--- src/rtl/lsu_mem_master.sv ---
// Load/store initiator: byte-addressed requests to word-indexed memory RD/WR cycles, RMW for sub-word stores.
// Latency from acceptance edge: error 1, load/word store 2, sub-word store 3 cycles to resp_valid.
// Backpressure: req_ready only while idle with nothing pending; no pipelining, req_valid ignored when busy.
module lsu_mem_master #(
    parameter int unsigned MEM_WORDS = 8192
) (
    input  logic        clk,
    input  logic        reset,
    input  logic        req_valid,
    output logic        req_ready,
    input  logic        req_we,
    input  logic [1:0]  req_size,
    input  logic        req_unsigned,
    input  logic [31:0] req_addr,
    input  logic [31:0] req_wdata,
    input  logic [31:0] req_pc,
    output logic        resp_valid,
    output logic [31:0] resp_rdata,
    output logic        resp_err,
    output logic [31:0] mem_addr,
    output logic [31:0] mem_write_data,
    output logic        mem_RD,
    output logic        mem_WR,
    input  logic [31:0] mem_read_data,
    output logic [31:0] mem_pc
);

    localparam logic [31:0] MEM_WORDS_W = 32'(MEM_WORDS);

    localparam logic [1:0] SZ_BYTE = 2'b00;
    localparam logic [1:0] SZ_HALF = 2'b01;
    localparam logic [1:0] SZ_WORD = 2'b10;

    typedef enum logic [1:0] {IDLE, READ, WRITE, RESP} state_t;

    state_t      state;
    logic        pend;
    logic [31:0] l_addr;
    logic [1:0]  l_size;
    logic        l_we;
    logic        l_uns;
    logic [31:0] l_wdata;

    logic        mis_err;
    logic        oor_err;
    logic        req_err;

    // Sub-word store merge: replace the addressed little-endian lane(s) of the old word.
    function automatic logic [31:0] merge_word(input logic [31:0] old_w, input logic [1:0] a,
                                               input logic [1:0] sz, input logic [31:0] wd);
        logic [31:0] r;
        r = old_w;
        case (sz)
            SZ_BYTE: r[{a, 3'b000} +: 8]        = wd[7:0];
            SZ_HALF: r[{a[1], 4'b0000} +: 16]   = wd[15:0];
            default: r                          = wd;
        endcase
        return r;
    endfunction

    // Load extraction: select lane/halfword, then sign- or zero-extend.
    function automatic logic [31:0] extract_word(input logic [31:0] w, input logic [1:0] a,
                                                 input logic [1:0] sz, input logic uns);
        logic [7:0]  b;
        logic [15:0] h;
        logic [31:0] r;
        b = w[{a, 3'b000} +: 8];
        h = w[{a[1], 4'b0000} +: 16];
        case (sz)
            SZ_BYTE: r = uns ? {24'h0, b} : {{24{b[7]}}, b};
            SZ_HALF: r = uns ? {16'h0, h} : {{16{h[15]}}, h};
            default: r = w;
        endcase
        return r;
    endfunction

    // Error classification on the latched request, evaluated in the dispatch cycle.
    always_comb begin
        mis_err = (l_size == 2'b11) ||
                  ((l_size == SZ_HALF) && l_addr[0]) ||
                  ((l_size == SZ_WORD) && (l_addr[1:0] != 2'b00));
        oor_err = ({2'b00, l_addr[31:2]} >= MEM_WORDS_W);
        req_err = mis_err || oor_err;
    end

    // A request latched on the acceptance edge is dispatched on the following edge.
    assign req_ready = (state == IDLE) && !pend;

    // Control FSM with registered memory and response outputs. The word read in READ goes
    // straight into resp_rdata (loads) or the merged mem_write_data (sub-word stores), so
    // those registers serve as the read buffer.
    always_ff @(posedge clk or negedge reset) begin
        if (!reset) begin
            state          <= IDLE;
            pend           <= 1'b0;
            l_addr         <= '0;
            l_size         <= '0;
            l_we           <= 1'b0;
            l_uns          <= 1'b0;
            l_wdata        <= '0;
            resp_valid     <= 1'b0;
            resp_rdata     <= '0;
            resp_err       <= 1'b0;
            mem_addr       <= '0;
            mem_write_data <= '0;
            mem_RD         <= 1'b0;
            mem_WR         <= 1'b0;
            mem_pc         <= '0;
        end else begin
            case (state)
                IDLE: begin
                    if (!pend) begin
                        if (req_valid) begin
                            pend    <= 1'b1;
                            l_addr  <= req_addr;
                            l_size  <= req_size;
                            l_we    <= req_we;
                            l_uns   <= req_unsigned;
                            l_wdata <= req_wdata;
                            mem_pc  <= req_pc;
                        end
                    end else begin
                        pend <= 1'b0;
                        if (req_err) begin
                            state      <= RESP;
                            resp_valid <= 1'b1;
                            resp_err   <= 1'b1;
                            resp_rdata <= '0;
                        end else if (l_we && (l_size == SZ_WORD)) begin
                            state          <= WRITE;
                            mem_addr       <= {2'b00, l_addr[31:2]};
                            mem_WR         <= 1'b1;
                            mem_write_data <= l_wdata;
                        end else begin
                            // Loads and sub-word stores both start with a read.
                            state    <= READ;
                            mem_addr <= {2'b00, l_addr[31:2]};
                            mem_RD   <= 1'b1;
                        end
                    end
                end
                READ: begin
                    mem_RD <= 1'b0;
                    if (!l_we) begin
                        state      <= RESP;
                        resp_valid <= 1'b1;
                        resp_err   <= 1'b0;
                        resp_rdata <= extract_word(mem_read_data, l_addr[1:0], l_size, l_uns);
                    end else begin
                        state          <= WRITE;
                        mem_WR         <= 1'b1;
                        mem_write_data <= merge_word(mem_read_data, l_addr[1:0], l_size, l_wdata);
                    end
                end
                WRITE: begin
                    mem_WR     <= 1'b0;
                    state      <= RESP;
                    resp_valid <= 1'b1;
                    resp_err   <= 1'b0;
                    resp_rdata <= '0;
                end
                RESP: begin
                    state      <= IDLE;
                    resp_valid <= 1'b0;
                    resp_err   <= 1'b0;
                    resp_rdata <= '0;
                end
                default: state <= IDLE;
            endcase
        end
    end

endmodule
--- config.mk ---
export PLATFORM = sky130hd
export DESIGN_NAME = lsu_mem_master
export DESIGN_NICKNAME = d
export VERILOG_FILES = /design/src/rtl/lsu_mem_master.sv
export SDC_FILE = /design/constraint.sdc
export NUM_CORES = 1
export LEC_CHECK = 0
export ABC_AREA = 1
export CORE_ASPECT_RATIO = 1.4
export CORE_MARGIN = 2
export CORE_UTILIZATION = 27
export CTS_CLUSTER_SIZE = 14
export DETAILED_ROUTE_END_ITERATION = 10
export GPL_TIMING_DRIVEN = 0
export HOLD_SLACK_MARGIN = 0.08
export PLACE_DENSITY_LB_ADDON = 0.1
export SYNTH_ARGS = -nofsm -noshare
export SYNTH_HDL_FRONTEND = slang
export SYNTH_SLANG_ARGS = --single-unit
--- constraint.sdc ---
create_clock -name clk -period 2.36 [get_ports clk]
set_clock_uncertainty 0.05 [all_clocks]
set_input_delay 0.354 -clock clk [delete_from_list [all_inputs] [get_ports clk]]
set_output_delay 0.354 -clock clk [all_outputs]
set_load 0.01 [all_outputs]
==> impl_metrics.tcl, run 1 <==
set metrics [dict create \
    final_layout_size_suffix_gt1_share_pct 12.4 \
    seq_area_frac_synth_pct 49.3 \
    hold_class "input port to asynchronous set/reset pin" \
    rr_startpoint "l_addr[1]" \
    crit_path_max_fanout 9 \
    async_flop_share_pct 100 \
    worst_pin_slew_ns 0.729 \
    synth_common_cells "nand2_1 (400), dfrtp_1 (201), a21oi_1 (120), inv_1 (97), nand3_1 (62)" \
    yosysTopAreaCell "dfrtp_1" \
    power_density_nw_per_um2 1330 \
    htreeDepth 1 \
    p_total_mw 19.4 \
    ys_ff_latch 201 \
    grt_setup_unrepaired "false" \
    endpoint_kind "primary output" \
    grt.overflow.total 0 \
    fmax_mhz 449 \
    synth_area_leaders "dfrtp_1 (49%), nand2_1 (15%), mux2_2 (6.1%)" \
    worstRegToRegCells 13 \
    dp_slack_ns -0.750 \
    clockBufferDepth 3 \
    die_h_um 234 \
    finalSetupViolations 0 \
    vias 9381 \
    wl_per_cell_um 19.2 \
    cts_root_buf "clkbuf_16" \
    synth-edff-count 0 \
    insertion_delay_ns 0.53 \
    hold_viol_final 0 \
    p_leak_nw 6.93 \
    cap_viol_max_count 0 \
    place_congestion 0.935 \
    dieArea_sq_um 39300 \
    drt-vias-per-instance 4.63 \
    wl_um 38900 \
    syn-cell-area_sq_um 10200 \
    antenna_found_initial 5 \
    yosys_warnings 0 \
    drtAntennaViolNets 0 \
    area_growth_pct 42.9 \
    cts_tree "yes" \
    firstDrtPassIters 6 \
    rows 84 \
    setup.worst_path.start_class "flip-flop" \
    grt_pass1_vias 9779 \
    port_buffers 265 \
    coreArea_sq_um 37400 \
    run_status "complete, no violations" \
    nets 1682 \
    start_util_pct 27.2 \
    synth.most_common_cell "nand2_1" \
    cts_made_buffers 23 \
    synth-main-ff-cell "dfrtp_1" \
    ios 268 \
    grt.total_usage_pct 19.8 \
    synth_top_cell_area_share_pct 49.3 \
    min_period_over_period_pct 94.5 \
    ir_worst_vdd_mv 0.655 \
    place_hpwl_um 30200 \
    drt-initial-drc-count 471 \
    layout_setup_ws_ns 0.130 \
    finalCriticalPeriod_ns 2.23 \
    stdcell_count 2025 \
    place_inst 1973 \
    synth_cell_types 32 \
    r2r_slack_ns 0.15 \
    chipWidth_um 168 \
    syn_inst 1232 \
    drc_errors 0 \
    clock_sinks 201 \
    worstPathRequired_ns 1.96 \
    path_clk_slew_ns 0.06 \
    reg2reg_to "mem_write_data[11]" \
    slew_violations 0 \
    grt_pass1_wl_um 59300 \
    crit_arrival_ns 1.83 \
    relSlewSlack_pct 51.4 \
    grt_max_degree 92 \
    path_class "flip-flop to primary output" \
    avgSynthCellArea_sq_um 8.27 \
]
## worst max-delay path, cell delays in order, from the launching register on
cell and delay, ns:
dfrtp_1 0.41, inv_1 0.12, ha_1 0.16, buf_4 0.18
nand2_4 0.09, inv_4 0.09, clkdlybuf4s15_1 0.24
## cell families after synthesis
kind of cell	Yosys count	synth area share, %
simple gates	544	22.3
other cells	1	0.0368
fa+ha+maj	10	1.23
flops	201	49.3
mux	78	8.62
buf+inv	181	7.65
compound gates	217	10.9
## placed cells by master, fill, tap and decap left out, types with 3 or more instances in the layout
| cell type | synthesis | layout |
|---|---|---|
| inv_1 | 97 | 94 |
| buf_2 | 41 | 24 |
| mux2_2 | 55 | 55 |
| buf_6 | 1 | 10 |
| inv_4 | 0 | 3 |
| clkbuf_2 | 0 | 4 |
| nand3_1 | 62 | 62 |
| inv_2 | 5 | 3 |
| clkbuf_16 | 0 | 23 |
| nor2_1 | 37 | 37 |
| nor2_4 | 2 | 3 |
| o22ai_1 | 3 | 3 |
| o21ai_1 | 33 | 33 |
| dfrtp_1 | 201 | 200 |
| clkbuf_8 | 0 | 5 |
| clkbuf_1 | 19 | 19 |
| clkdlybuf4s50_1 | 0 | 263 |
| a21oi_1 | 120 | 120 |
| nand2_1 | 400 | 400 |
| ha_1 | 10 | 8 |
| nand2_4 | 0 | 4 |
| mux2_1 | 23 | 23 |
| nand4_1 | 28 | 28 |
| buf_1 | 7 | 5 |
| nand2_2 | 7 | 3 |
| buf_4 | 11 | 29 |
| o21ai_0 | 55 | 55 |
| buf_16 | 0 | 3 |
## metal layers
| metal | wire length, um | vias to the layer above | global-route usage (%) | part of all wire [%] |
|---|---|---|---|---|
| met1 | 15200 | 4395 | 22.6 | 39 |
| met5 | 36 | - | 0 | 0.093 |
| li1 | - | 4612 | - | - |
| met2 | 19100 | 293 | 35.0 | 49 |
| met4 | 1650 | 6 | 7.84 | 4.2 |
| met3 | 2910 | 75 | 5.77 | 7.5 |
## where the power goes
group	internal, mW	switching (mW)
registers	4.93	0.989
clock network	2.16	1.46
logic	4.43	5.46
## state kept, by name (all words and copies together), names as in the netlist, 2 cells and up
register	flops
l_addr	32
l_wdata	32
mem_pc	32
mem_write_data	32
resp_rdata	32
mem_addr	30
l_size	2
state	2
## worst max path at each step
| stage | from | to | slack (ns) | depth (start not counted) |
|---|---|---|---|---|
| floorplan | l_addr[1] | mem_addr[10] | 0.08 | 12 |
| global route | l_addr[1] | mem_write_data[23] | 0.009 | 13 |
| global placement | reset | mem_addr[10] | -8.38 | 1 |
| CTS | l_addr[1] | resp_rdata[24] | 0.01 | 14 |
| finish | state[0] | req_ready | 0.13 | 6 |
| detailed placement | l_addr[1] | mem_write_data[6] | -0.75 | 13 |
## layout make-up
type	instances	area (sq um)
inverter	102	402
timing repair buffer	283	2880
sequential	201	5030
clock inverter	5	78.8
fill	3939	22800
buffer	75	475
antenna	1	2.50
clock buffer	34	667
tap	473	592
multi-input combinational	851	4440
## stage by stage
stage          utilization (%)  TNS [ns]  hold WS, ns  area (sq um)
6_report                  38.9         0        0.259         14600
5_1_grt                   38.9         0        0.310         14600
4_1_cts                   38.7         0        0.252         14500
3_5_place_dp              36.1    -56.80        0.237         13500
3_3_place_gp              35.9  -1733.96        0.399         13400
2_1_floorplan                -         0      0.00841         10200
## repair_timing
item / CTS / global route
resized for setup: 49 / 19
pin swaps: 5 / 3
setup endpoints to repair: 114 / 109
hold endpoints to repair: 62 / 0
hold buffers: 1 / 0
setup buffers: 6 / 6
cloned: 3 / 0
No activity file was read; power rests on OpenSTA's default activity.
==> run 2, diff against run 1 <==
--- a/config.mk
+++ b/config.mk
@@ -14,6 +14,7 @@
 export GPL_TIMING_DRIVEN = 0
 export HOLD_SLACK_MARGIN = 0.08
 export PLACE_DENSITY_LB_ADDON = 0.1
+export RECOVER_POWER = 50
 export SYNTH_ARGS = -nofsm -noshare
 export SYNTH_HDL_FRONTEND = slang
 export SYNTH_SLANG_ARGS = --single-unit
==> impl_metrics.tcl, run 2 (synthesis gave the netlist of run 1 again) <==
set metrics [dict create \
    r2r_slack_ns 0.16 \
    wl_um 38900 \
    worstPathRequired_ns 1.96 \
    endpoint_kind "primary output" \
    stdcell_count 2025 \
    port_buffers 265 \
    min_delay_path_depth 3 \
    crit_path_max_fanout 9 \
    final_layout_size_suffix_gt1_share_pct 12.4 \
    cts_tree "yes" \
    drt-vias-per-instance 4.64 \
    path_class "flip-flop to primary output" \
    place_congestion 0.935 \
    hold_path_startpoint "req_wdata[0]" \
    crit_arrival_ns 1.82 \
    chipWidth_um 168 \
    drtAntennaViolNets 0 \
    firstDrtPassIters 5 \
    p_leak_nw 7.03 \
    drt-initial-drc-count 456 \
    hold_viol_final 0 \
    reg2reg_to "mem_write_data[11]" \
    area_growth_pct 42.7 \
    slew_violations 0 \
    rows 84 \
    cap_viol_max_count 0 \
    hold_path_end "l_wdata[0]" \
    grt.overflow.total 0 \
    ir_worst_vdd_mv 0.619 \
    power_density_nw_per_um2 1320 \
    coreArea_sq_um 37400 \
    timing.hold.ws_ns 0.346 \
    grt_max_degree 92 \
    ios 268 \
    dieArea_sq_um 39300 \
    p_total_mw 19.2 \
    antenna_found_initial 5 \
    postPlaceCellArea_sq_um 13500 \
    final_cell_mix "nand2_1 (400), dfrtp_1 (200), clkdlybuf4s50_1 (198)" \
    finish.instance_area_sq_um 14500 \
    min_period_over_period_pct 94.4 \
    setup.worst_path.start_class "flip-flop" \
    drc_errors 0 \
    cts_root_buf "clkbuf_16" \
    htreeDepth 1 \
    grt.total_usage_pct 19.8 \
    place_inst 1973 \
    die_h_um 234 \
    clockBufferDepth 3 \
    worstRegToRegCells 13 \
    wl_per_cell_um 19.2 \
    rr_startpoint "l_addr[1]" \
    worst_pin_slew_ns 1.27 \
    nets 1682 \
    cts_made_buffers 23 \
    start_util_pct 27.2 \
    hold_class "input port to flip-flop" \
    place_hpwl_um 30200 \
    finalSetupViolations 0 \
    relSlewSlack_pct 15.4 \
    final_common_cell "nand2_1" \
    run_status "complete, no violations" \
    fmax_mhz 449 \
    insertion_delay_ns 0.54 \
    finalCriticalPeriod_ns 2.23 \
    grt_setup_unrepaired "false" \
    grt_pass1_vias 9779 \
    clock_sinks 201 \
    vias 9402 \
    grt_pass1_wl_um 59300 \
    path_clk_slew_ns 0.06 \
]
run 2: changes by cell type in the layout (fill, tap and decap cells not counted):
| cell | before | now |
|---|---|---|
| clkbuf_2 | 4 | 5 |
| clkdlybuf4s50_1 | 263 | 198 |
| buf_8 | 2 | 1 |
| buf_16 | 3 | 2 |
| dlygate4sd3_1 | 1 | 66 |
| buf_6 | 10 | 11 |
run 2: how the worst max path moves through the flow:
stage	from	endpoint
after global routing	l_addr[1]	mem_write_data[23]
after detailed placement	l_addr[1]	mem_write_data[6]
after floorplan	l_addr[1]	mem_addr[10]
final	state[0]	req_ready
after global placement	reset	mem_addr[10]
after CTS	l_addr[1]	resp_rdata[24]
run 2: stage by stage:
stage	util, %	setup slack (ns)	TNS, ns
2_1_floorplan	-	0.0764	0
3_3_place_gp	35.9	-8.38	-1733.96
3_5_place_dp	36.1	-0.750	-56.80
4_1_cts	38.7	0.0118	0
5_1_grt	38.9	0.00905	0
6_report	38.9	0.131	0
run 2: power breakdown:
| part | switching (mW) | leakage (nW) | total, mW | internal (mW) |
|---|---|---|---|---|
| clock network | 1.46 | 0.367 | 3.62 | 2.16 |
| registers | 0.964 | 2.49 | 5.89 | 4.93 |
| logic | 5.45 | 4.17 | 9.70 | 4.25 |
| total | 7.87 | 7.03 | 19.2 | 11.3 |
run 2: routing by layer:
layer | routed length (um) | global-route usage (%) | vias to the layer above | part of all wire (%)
met4 | 1650 | 7.84 | 6 | 4.2
met5 | 36 | 0 | - | 0.093
met2 | 19100 | 35.0 | 291 | 49
li1 | - | - | 4611 | -
met1 | 15200 | 22.6 | 4419 | 39
met3 | 2910 | 5.77 | 75 | 7.5
run 2: cell type report:
class                      instances  area, sq um
fill                            3942        22900
multi-input combinational        851         4440
antenna                            1         2.50
clock buffer                      34          667
buffer                            75          475
clock inverter                     5         78.8
inverter                         102          402
tap                              473          592
timing repair buffer             283         2850
sequential                       201         5030
run 2: critical path: stages (launching register included):
cell	delay, ns
dfrtp_1	0.41
inv_1	0.12
ha_1	0.16
buf_4	0.18
nand2_4	0.09
inv_4	0.09
clkdlybuf4s15_1	0.24
run 2: what timing repair did:
action                                 4_1_cts  5_1_grt
hold buffers                                 1        0
pin swaps                                    5        3
setup endpoints to repair                  114      109
setup buffers                                6        6
gates resized for setup                     49       19
gates cloned                                 3        0
endpoints found under the hold margin       62        0
==> run 3, diff against run 2 <==
--- a/config.mk
+++ b/config.mk
@@ -6,9 +6,11 @@
 export NUM_CORES = 1
 export LEC_CHECK = 0
 export ABC_AREA = 1
+export CELL_PAD_IN_SITES_DETAIL_PLACEMENT = 2
+export CELL_PAD_IN_SITES_GLOBAL_PLACEMENT = 2
 export CORE_ASPECT_RATIO = 1.4
 export CORE_MARGIN = 2
-export CORE_UTILIZATION = 27
+export CORE_UTILIZATION = 25
 export CTS_CLUSTER_SIZE = 14
 export DETAILED_ROUTE_END_ITERATION = 10
 export GPL_TIMING_DRIVEN = 0
==> impl_metrics.tcl, run 3 (synthesis gave the netlist of run 1 again) <==
set metrics [dict create \
    firstDrtPassIters 4 \
    p_total_mw 19.3 \
    p_leak_nw 7.01 \
    coreArea_sq_um 40300 \
    nets 1679 \
    path_delay_family "buffers and inverters" \
    vias 9692 \
    final_common_cell "nand2_1" \
    cts_made_buffers 25 \
    antenna_found_initial 3 \
    fmax_mhz 445 \
    insertion_delay_ns 0.53 \
    max_stage_delay_ns 0.44 \
    worstPathRequired_ns 1.96 \
    postPlaceCellArea_sq_um 13500 \
    area_growth_pct 43.2 \
    port_buffers 265 \
    run_status "complete, no violations" \
    ios 268 \
    clock_sinks 201 \
    place_hpwl_um 33800 \
    hold_viol_final 0 \
    drt-initial-drc-count 309 \
    drt-vias-per-instance 4.65 \
    place_congestion 0.869 \
    finalSetupViolations 0 \
    wl_per_cell_um 20.9 \
    critPathSlowestCell "dfrtp_2" \
    final_cell_mix "nand2_1 (397), clkdlybuf4s50_1 (198), dfrtp_1 (198)" \
    clockBufferDepth 3 \
    power_density_nw_per_um2 1320 \
    grt.overflow.total 0 \
    grt_setup_unrepaired "false" \
    dp_slack_ns -0.731 \
    endpoint_kind "primary output" \
    slew_violations 0 \
    wl_um 43500 \
    rows 87 \
    grt_pass1_wl_um 67800 \
    ir_worst_vdd_mv 0.567 \
    chipWidth_um 175 \
    finalCriticalPeriod_ns 2.24 \
    path_class "flip-flop to primary output" \
    cts_root_buf "clkbuf_16" \
    crit_arrival_ns 1.84 \
    cap_viol_max_count 0 \
    critPathBufInv 4 \
    grt_max_degree 109 \
    timing.hold.ws_ns 0.357 \
    path_clk_slew_ns 0.06 \
    htreeDepth 1 \
    start_util_pct 25.3 \
    crit_path_max_fanout 9 \
    grt.total_usage_pct 20.7 \
    grt_pass1_vias 11200 \
    drtAntennaViolNets 0 \
    worst_pin_slew_ns 1.43 \
    drc_errors 0 \
    hold_class "input port to flip-flop" \
    path_cells "inv_2 -> ha_1 -> buf_6 -> nand2_2 -> inv_4 -> clkdlybuf4s15_2" \
    cts_tree "yes" \
    setup.worst_path.start_class "flip-flop" \
    final_layout_size_suffix_gt1_share_pct 12.7 \
    dieArea_sq_um 42400 \
    finish.instance_area_sq_um 14600 \
    die_h_um 243 \
    relSlewSlack_pct 4.76 \
    min_period_over_period_pct 95.1 \
    layout_setup_ws_ns 0.115 \
]
run 3: timing repair:
item                                   4_1_cts  5_1_grt
setup endpoints to repair                  124       94
pin swaps                                    5        3
hold buffers                                 1        0
gates resized for setup                     63       14
endpoints found under the hold margin       93        0
buffers inserted                             7        3
cloned                                       1        0
run 3: worst paths after layout:
check                        startpoint  depth (start not counted)  slack [ns]                  to
max                            state[0]                          6        0.12           req_ready
min                          req_pc[26]                          2        0.36          mem_pc[26]
max reg2reg                   l_addr[0]                         12        0.16      resp_rdata[25]
min reg2reg                mem_addr[27]                          2        0.42        mem_addr[27]
max in group asynchronous         reset                          3        0.33  mem_write_data[18]
min in group asynchronous         reset                          2        0.68       resp_rdata[3]
run 3: area by class of cell:
class | instances | area, sq um
diodes | 1 | 2.50
flip-flops and latches | 201 | 5030
inverters | 102 | 397
plain buffers | 75 | 513
multi-input cells | 851 | 4440
clock buffers | 39 | 758
clock inverters | 2 | 12.5
well taps | 534 | 668
fillers | 4568 | 25700
repair buffers | 278 | 2770
run 3: metal layers:
layer / GRT usage [%] / part of all wire [%] / up-vias
li1: - / - / 4580
met1: 22.2 / 37 / 4839
met2: 39.0 / 53 / 210
met3: 5.58 / 6.1 / 59
met4: 6.69 / 3.2 / 4
met5: 0 / 0.060 / -
run 3: where the power goes:
part | total, mW | switching, mW | internal (mW)
registers | 5.96 | 1.03 | 4.93
clock network | 3.67 | 1.49 | 2.18
logic | 9.71 | 5.61 | 4.10
total | 19.3 | 8.13 | 11.2
run 3: metrics by stage:
stage	setup TNS (ns)	util (%)	cells
2_1_floorplan	0	-	1233
3_3_place_gp	-1763.10	33.6	2032
3_5_place_dp	-62.33	33.6	2033
4_1_cts	0	36.1	2080
5_1_grt	0	36.2	2082
6_report	0	36.2	2083
